$ cat config.mk
export PLATFORM = sky130hd
export DESIGN_NAME = btn_conditioner
export DESIGN_NICKNAME = d
export VERILOG_FILES = /design/src/rtl/btn_conditioner.sv
export SDC_FILE = /design/constraint.sdc
export NUM_CORES = 1
export LEC_CHECK = 0
export BUFFER_PORTS_ARGS = -buffer_cell sky130_fd_sc_hd__buf_2
export CAP_MARGIN = 20
export CORE_MARGIN = 2
export CORE_UTILIZATION = 56
export CTS_CLUSTER_DIAMETER = 60
export DETAILED_ROUTE_END_ITERATION = 8
export GPL_TIMING_DRIVEN = 0
export PLACE_DENSITY = 0.85
export REMOVE_ABC_BUFFERS = 1
export SLEW_MARGIN = 20
export SYNTH_ARGS = -nofsm -noshare
export SYNTH_HDL_FRONTEND = slang
export SYNTH_SLANG_ARGS = --single-unit
$ cat constraint.sdc
create_clock -name clk -period 2.05 [get_ports clk]
set_input_delay 0.1025 -clock clk [delete_from_list [all_inputs] [get_ports clk]]
set_output_delay 0.1025 -clock clk [all_outputs]
set_load 0.02 [all_outputs]
$ cat src/rtl/btn_conditioner.sv
`default_nettype none
// ============================================================================
// Module   : btn_conditioner
// Purpose  : Push-button front end. Two-flop synchroniser, per-channel
//            debounce, press-pulse generation with lowest-index arbitration
//            and optional auto-repeat on held buttons.
// Options  : BTN_AUTOREPEAT_EN - when defined, channels selected by
//            REPEAT_MASK emit repeat pulses while held.
// Revision : 1.0 - initial release
// ============================================================================
module btn_conditioner #(
    parameter int               WIDTH           = 4,
    parameter int               DEBOUNCE_CYCLES = 500000,
    parameter int               REPEAT_DELAY    = 50000000,
    parameter int               REPEAT_RATE     = 12500000,
    parameter logic [WIDTH-1:0] REPEAT_MASK     = 4'b1010
) (
    input  logic             clk,
    input  logic             rst_n,
    input  logic [WIDTH-1:0] btn_raw,
    output logic [WIDTH-1:0] btn_pulse,
    output logic [WIDTH-1:0] btn_level
);

    localparam int DB_W = $clog2(DEBOUNCE_CYCLES + 1);

    // Reject parameter sets the counters cannot honour.
    if (DEBOUNCE_CYCLES < 1 || REPEAT_DELAY < 2 || REPEAT_RATE < 2 ||
        $bits(REPEAT_MASK) != WIDTH) begin : g_param_check
        $error("btn_conditioner: parameter out of range");
    end

    logic [WIDTH-1:0] sync_meta;
    logic [WIDTH-1:0] sync;
    logic [WIDTH-1:0] level;
    logic [WIDTH-1:0] rise;
    logic [WIDTH-1:0] cand;

    // Two-flop synchroniser for the asynchronous button inputs.
    always_ff @(posedge clk or negedge rst_n) begin
        if (!rst_n) begin
            sync_meta <= '0;
            sync      <= '0;
        end else begin
            sync_meta <= btn_raw;
            sync      <= sync_meta;
        end
    end

    // btn_level is the debounced level delayed by one cycle, so comparing the
    // two gives the debounced rising edge without an extra register.
    assign rise = level & ~btn_level;

    for (genvar i = 0; i < WIDTH; i++) begin : g_chan
        logic [DB_W-1:0] db_cnt;
        logic            lvl;

        // Accept a new level only after DEBOUNCE_CYCLES consecutive differing samples.
        always_ff @(posedge clk or negedge rst_n) begin
            if (!rst_n) begin
                db_cnt <= '0;
                lvl    <= 1'b0;
            end else if (sync[i] == lvl) begin
                db_cnt <= '0;
            end else if (db_cnt >= DB_W'(DEBOUNCE_CYCLES - 1)) begin
                lvl    <= sync[i];
                db_cnt <= '0;
            end else begin
                db_cnt <= db_cnt + DB_W'(1);
            end
        end

        assign level[i] = lvl;
    end

`ifdef BTN_AUTOREPEAT_EN
    localparam int TM_MAX = (REPEAT_DELAY > REPEAT_RATE) ? REPEAT_DELAY : REPEAT_RATE;
    localparam int TM_W   = $clog2(TM_MAX + 1);

    typedef enum logic [1:0] {
        IDLE   = 2'd0,
        HELD   = 2'd1,
        REPEAT = 2'd2
    } rep_state_t;

    for (genvar i = 0; i < WIDTH; i++) begin : g_repeat
        if (REPEAT_MASK[i]) begin : g_rep
            rep_state_t      state;
            rep_state_t      state_nx;
            logic [TM_W-1:0] timer;
            logic [TM_W-1:0] timer_nx;
            logic            rep_cand;

            // Repeat state and countdown timer.
            always_ff @(posedge clk or negedge rst_n) begin
                if (!rst_n) begin
                    state <= IDLE;
                    timer <= '0;
                end else begin
                    state <= state_nx;
                    timer <= timer_nx;
                end
            end

            // Timer value 1 marks expiry so the pulse registers exactly
            // REPEAT_DELAY / REPEAT_RATE cycles after the previous one.
            always_comb begin
                state_nx = state;
                timer_nx = timer;
                rep_cand = 1'b0;
                case (state)
                    IDLE: begin
                        if (rise[i]) begin
                            rep_cand = 1'b1;
                            timer_nx = TM_W'(REPEAT_DELAY);
                            state_nx = HELD;
                        end
                    end
                    HELD, REPEAT: begin
                        if (!level[i]) begin
                            state_nx = IDLE;
                            timer_nx = '0;
                        end else if (timer == TM_W'(1)) begin
                            rep_cand = 1'b1;
                            timer_nx = TM_W'(REPEAT_RATE);
                            state_nx = REPEAT;
                        end else if (timer != '0) begin
                            timer_nx = timer - TM_W'(1);
                        end
                    end
                    default: begin
                        state_nx = IDLE;
                        timer_nx = '0;
                    end
                endcase
            end

            assign cand[i] = rep_cand;
        end else begin : g_norep
            assign cand[i] = rise[i];
        end
    end
`else
    assign cand = rise;
`endif

    // Issue only the lowest-index candidate; the others are dropped.
    always_ff @(posedge clk or negedge rst_n) begin
        if (!rst_n) begin
            btn_pulse <= '0;
            btn_level <= '0;
        end else begin
            btn_pulse <= cand & (~cand + WIDTH'(1));
            btn_level <= level;
        end
    end

endmodule
`default_nettype wire

==> flow_summary_export.csv, run 1 <==
group,metric,value,unit
status,status,"complete, no violations",
power,seqPwrFrac,62.0,%
setup_path,max_stage_delay,0.53,ns
timing,rsz0062_at_grt,"yes",
place,io_buffers,13,
yosys,synth_area,4420,sq um
yosys,yosys-top-cells-count,"nor2_1 (100), dfrtp_1 (96), xor2_1 (37), nand3_1 (35), xnor2_1 (35)",
clock_tree,cts_buffer_depth,2,
power,swShare,22.8,%
timing,fin_crit_sh,97.9,%
yosys,synthArstFlopShare,100,%
yosys,synth-seq-cells,96,
clock_tree,clock_latency,0.35,ns
place,place_ws,-0.440,ns
routing,route.detailed.drc,0,
place,dp.final_hpwl,5180,um
power,clkPwrFrac,33.9,%
timing,slew_headroom,55.9,%
power,power.switching,717,uW
setup_path,cp-start-kind,"flip-flop",
clock_tree,clkSinkCount,96,
setup_path,critPathKind,"reg -> reg",
timing,tightestPinTransition,0.656,ns
place,place_area,4580,sq um
yosys,yosys_warnings,0,
global_routing,grt_pass1_wl,14300,um
yosys,yosys.area.top_type,"dfrtp_1",
finish,antenna_cells,0,
floorplanning,start_util,57.5,%
clock_tree,htreeDepth,3,
floorplanning,io_pins,14,
global_routing,overflow,0,
yosys,synth-seq-area-share,54.4,%
worst_hold_path,holdCritPathClass,"in -> async",
clock_tree,cts_root_buffer,"clkbuf_8",
finish,design_area,4990,sq um
yosys,avgSynthCellArea,10.1,sq um
yosys,synth_edf_count,0,
routing,wl_per_cell,15.0,um
yosys,yosys_most_used_dff,"dfrtp_1",
routing,vias_per_cell,5.62,
setup_path,crit_chain,"or4_4 > or4_4 > a31oi_4 > nor2_1 > mux2_2",
floorplanning,dieWidth,92.8,um
power,p_per_area,629,nW/um^2
global_routing,grt_max_degree,64,
routing,wl,8490,um
routing,drt_iter0_drc,148,
floorplanning,fp.coreArea,7690,sq um
yosys,synth_area_leaders,"dfrtp_1 (54%), nor2_1 (8.5%), xor2_1 (7.3%)",
power,peakVddDrop,0.373,mV
setup_path,worst_ep_required_time,2.30,ns
floorplanning,die_area,8620,sq um
timing,finalHoldViolations,0,
setup_path,crit_slowest_cell,"or4_4",
timing,fmax,498,MHz
timing,setup_viol,0,
setup_path,arrival,2.25,ns
routing,via_count,3186,
place,gp_congestion,0.808,
setup_path,endpoint_kind,"flip-flop",
clock_tree,numCtsBuffers,9,
setup_path,reg2reg_slack,0.04,ns
yosys,synth_top_area_share,54.4,%
run,cap_violations,0,
power,combinationalPowerShare,4.1,%
power,p_int,2.42,mW
yosys,syn_inst,438,
floorplanning,die_h,92.8,um
timing,setup_slack,0.0434,ns
setup_path,crit_path_start,"g_chan[3].db_cnt[9]",
yosys,synth_cell_type_count,36,
timing,slew_violations,0,
clock_tree,clk_pin_slew,0.09,ns
routing,first_pass_iters,4,
setup_path,endpoint,"g_chan[3].lvl",
routing,route.antenna.remaining_nets,0,
clock_tree,cts_tree,"done",
timing,setup_tns,0,ns
finish,area_growth,13.0,%
floorplanning,num_rows,32,
setup_path,path_common_cell,"or4_4",
setup_path,path_max_fanout,3,
setup_path,r2r_end,"g_chan[3].lvl",
finish,num-nets-final,472,
finish,drive_above_1_share,12.7,%
yosys,synth.most_common_cell,"nor2_1",
power,power.leakage,2.14,nW
global_routing,track_usage,20.9,%
global_routing,grt_pass1_vias,3176,
timing,finalClockSkew,0.00807,ns
setup_path,rr_worst_depth,5,
timing,hold_slack,0.181,ns
timing,min_period,2.01,ns
global_routing,antenna_found_initial,0,
setup_path,regToRegStartpoint,"g_chan[3].db_cnt[9]",
==> cell families (layout without fill, tap and decap cells) <==
family	count (synthesis)	count (layout)	synth area share, %
buffers and inverters	21	46	2.38
AO/OA/AOI/OAI	14	14	2.35
XOR/XNOR	72	72	14.3
multiplexers	4	4	1.02
flip-flops	96	96	54.4
adder cells (fa/ha/maj)	4	4	1.13
AND/OR/NAND/NOR	227	229	24.5
==> layout make-up <==
cell class	count	area [sq um]
timing repair buffer	22	171
tap	102	128
sequential	96	2400
fill	572	2700
clock inverter	3	20.0
multi-input combinational	323	2090
clock buffer	11	141
inverter	10	37.5
==> worst max-delay path: cells and delay by family, from the launching register on <==
family,cells,cell delay (ns)
flip-flops,1,0.40
AO/OA/AOI/OAI,1,0.17
multiplexers,1,0.28
AND/OR/NAND/NOR,3,1.04
==> state kept, by name, summed over array words and instances, names as in the netlist <==
signal,count
btn_level,4
btn_pulse,4
g_chan.db_cnt,76
g_chan.lvl,4
sync,4
sync_meta,4
==> cells in the final DEF (no fill, tap or decap), drive strengths merged, types with 2 or more instances in the layout <==
master       instances
and3                 9
and4                 5
buf                 17
clkbuf              11
clkinvlp             2
dfrtp               96
dlygate4sd3          5
ha                   4
inv                 10
mux2                 4
nand2               24
nand2b               2
nand3               36
nand4               17
nor2               100
nor2b                2
nor3                12
nor4                 5
nor4b                4
o21ai                2
o311a                2
o31ai                5
or2                  4
or3                  2
or4                  4
xnor2               35
xor2                37
==> per-stage QoR <==
stage	utilization [%]	cells	power, mW
finish	64.9	567	3.14
global route	64.9	567	3.27
CTS	63.3	565	3.16
detailed placement	59.6	543	2.10
global placement	59.1	542	2.08
floorplan	-	427	2.03
==> metal layers <==
metal	share of wire, %	wire (um)	GRT usage (%)	up-vias
li1	-	-	-	1524
met1	44	3770	27.1	1563
met2	50	4270	34.5	82
met3	3.3	279	3.09	17
met4	2.1	176	10.0	0
met5	0	0	0	-
==> power groups by stage <==
stage / Clock (mW) / Combinational (mW) / Sequential (mW)
after floorplan: 0 / 0.0507 / 1.98
after global placement: 0 / 0.102 / 1.98
after detailed placement: 0 / 0.114 / 1.98
after CTS: 1.09 / 0.129 / 1.95
after global routing: 1.17 / 0.151 / 1.95
final: 1.06 / 0.130 / 1.95
==> worst min-delay path by stage <==
stage                          endpoint  slack, ns  startpoint  cells after the start
finish              g_chan[1].db_cnt[1]       0.18       rst_n                      2
global placement           sync_meta[1]       0.21  btn_raw[1]                      1
global route        g_chan[1].db_cnt[1]       0.20       rst_n                      2
CTS                 g_chan[1].db_cnt[1]       0.18       rst_n                      2
floorplan                  btn_level[0]      -0.19       rst_n                      0
detailed placement  g_chan[1].db_cnt[1]      0.004       rst_n                      1
==> repair_timing <==
item | CTS | global route
buffers inserted | 2 | 1
hold buffers | 5 | 0
pin swaps | 3 | 5
hold endpoints to repair | 100 | 0
resized for setup | 11 | 18
endpoints found under the setup margin | 75 | 49
cloned | 1 | 1
Power figures use the tool's default switching activity.
==> run 2, diff against run 1 <==
--- a/config.mk
+++ b/config.mk
@@ -12,7 +12,7 @@
 export CTS_CLUSTER_DIAMETER = 60
 export DETAILED_ROUTE_END_ITERATION = 8
 export GPL_TIMING_DRIVEN = 0
-export PLACE_DENSITY = 0.85
+export PLACE_DENSITY = 0.74
 export REMOVE_ABC_BUFFERS = 1
 export SLEW_MARGIN = 20
 export SYNTH_ARGS = -nofsm -noshare
==> run 2 against run 1 <==
  * Final cell count up 0.35%
  * Core utilization down 0.26 points
  * Total power grew 3.9%
  * Sequential share of layout area is 0.19 points higher
  * Largest power group unchanged
  * Highest routed layer unchanged
==> flow_summary_export.csv, run 2 (same netlist as run 1, synthesis figures left out) <==
group,metric,value,unit
power,p_int,2.51,mW
global_routing,grt_pass1_vias,3034,
power,swShare,22.9,%
timing,finalClockSkew,0.0121,ns
timing,tightestPinTransition,0.641,ns
power,clkPwrFrac,36.5,%
finish,antenna_cells,0,
finish,layout_commonest_cell,"nor2_1",
worst_hold_path,holdCritPathClass,"in -> async",
power,seqPwrFrac,59.6,%
run,cap_violations,0,
place,gp_congestion,0.834,
finish,drive_above_1_share,13.1,%
timing,setup_viol,0,
timing,fin_crit_sh,98.1,%
status,status,"complete, no violations",
floorplanning,die_h,92.8,um
finish,final_cells,569,
global_routing,overflow,0,
finish,num-nets-final,472,
place,io_buffers,13,
power,power.switching,748,uW
timing,slew_headroom,56.9,%
setup_path,endpoint_kind,"flip-flop",
setup_path,path_common_cell,"or4_4",
floorplanning,io_pins,14,
clock_tree,cts_buffer_depth,2,
floorplanning,start_util,57.5,%
setup_path,crit_chain,"or4_4 > or4_4 > a31oi_4 > nor2_1 > mux2_2",
floorplanning,fp.coreArea,7690,sq um
global_routing,grt_max_degree,50,
power,p_per_area,656,nW/um^2
clock_tree,clkSinkCount,96,
setup_path,cp-start-kind,"flip-flop",
routing,wl_met2,3800,um
finish,largest-register,"g_chan.db_cnt",
timing,hold_slack,0.230,ns
floorplanning,dieWidth,92.8,um
finish,post-route-util,64.7,%
timing,fmax,497,MHz
finish,largest_reg_flops,76,
power,power.leakage,2.16,nW
place,dp.cells,543,
clock_tree,htreeDepth,3,
timing,finalHoldViolations,0,
global_routing,grt_pass1_wl,13900,um
routing,via_count,3094,
floorplanning,die_area,8620,sq um
routing,drt_iter0_drc,141,
routing,route.antenna.remaining_nets,0,
clock_tree,cts_root_buffer,"clkbuf_8",
setup_path,worst_ep_required_time,2.30,ns
finish,mostFrequentLayoutCells,"nor2_1 (100), dfrtp_1 (94), xor2_1 (37), xnor2_1 (35), nand3_1 (33)",
routing,vias_per_cell,5.44,
timing,min_period,2.01,ns
clock_tree,cts_tree,"done",
setup_path,arrival,2.26,ns
setup_path,critPathKind,"reg -> reg",
routing,wl,7880,um
routing,first_pass_iters,4,
place,dp.final_hpwl,5060,um
routing,maxUsedRoutingLayer,"met4",
clock_tree,clock_latency,0.36,ns
power,peakVddDrop,0.563,mV
routing,wl_met1,3630,um
timing,slew_violations,0,
power,combinationalPowerShare,3.9,%
routing,route.detailed.drc,0,
finish,area_growth,12.5,%
global_routing,antenna_found_initial,0,
setup_path,path_max_fanout,3,
timing,rsz0062_at_grt,"yes",
floorplanning,num_rows,32,
timing,setup_tns,0,ns
routing,wl_met3,326,um
global_routing,track_usage,20.3,%
clock_tree,clk_pin_slew,0.09,ns
clock_tree,numCtsBuffers,9,
routing,wl_per_cell,13.9,um
setup_path,crit_slowest_cell,"or4_4",
setup_path,max_stage_delay,0.53,ns
## run 2: changes by cell type in the layout (fill, tap and decap cells not counted), moves of 2 or more
cell and delta:
o31ai_4 -3, o31ai_2 +3, inv_6 +2, clkinvlp_4 -2, clkbuf_8 +2
## run 2: per-layer routing
layer	global-route usage, %	vias to the layer above
met4	7.60	0
met2	32.0	61
li1	-	1526
met1	27.1	1496
met5	0	-
met3	5.53	11
## run 2: area by class of cell
| class | count | area (sq um) |
|---|---|---|
| Clock buffer | 13 | 169 |
| Multi-Input combinational cell | 322 | 2020 |
| Timing Repair Buffer | 23 | 191 |
| Tap cell | 102 | 128 |
| Inverter | 10 | 37.5 |
| Sequential cell | 96 | 2400 |
| Clock inverter | 3 | 22.5 |
| Fill cell | 616 | 2720 |
## run 2: worst paths after layout
check	from	endpoint	slack [ns]	cells after the start
setup / recovery	g_chan[3].db_cnt[9]	g_chan[3].lvl	0.04	5
hold / removal	rst_n	g_chan[2].db_cnt[12]	0.23	2
setup reg to reg	g_chan[3].db_cnt[9]	g_chan[3].lvl	0.04	5
hold reg to reg	sync_meta[3]	sync[3]	0.34	0
max in group asynchronous	rst_n	g_chan[0].db_cnt[9]	1.23	3
min in group clk	sync_meta[3]	sync[3]	0.34	0
## run 2: timing repair
item	CTS	global route
buffers inserted	3	1
endpoints found under the setup margin	59	43
pin swaps	4	2
endpoints found under the hold margin	51	0
hold buffers	5	0
gates resized for setup	11	11
cloned	1	0
## run 2: metrics by stage
stage / instance area (sq um) / power, mW / worst slack (ns)
5_1_grt: 4970 / 3.41 / -0.0321
6_report: 4970 / 3.26 / 0.0381
3_3_place_gp: 4540 / 2.08 / -0.460
3_5_place_dp: 4580 / 2.09 / -0.483
2_1_floorplan: 4350 / 2.03 / -0.192
4_1_cts: 4920 / 3.31 / 0.00676
## run 2: power groups by stage
stage | combinational [mW] | clock, mW | sequential (mW)
floorplan | 0.0507 | 0 | 1.98
global placement | 0.103 | 0 | 1.98
detailed placement | 0.113 | 0 | 1.98
CTS | 0.130 | 1.24 | 1.94
global route | 0.151 | 1.31 | 1.95
finish | 0.126 | 1.19 | 1.94
## run 2: worst max-delay path: cells and delay by family (launching register included)
family	cells	cell delay, ns
compound gates	1	0.18
flops	1	0.40
mux	1	0.28
simple gates	3	1.05
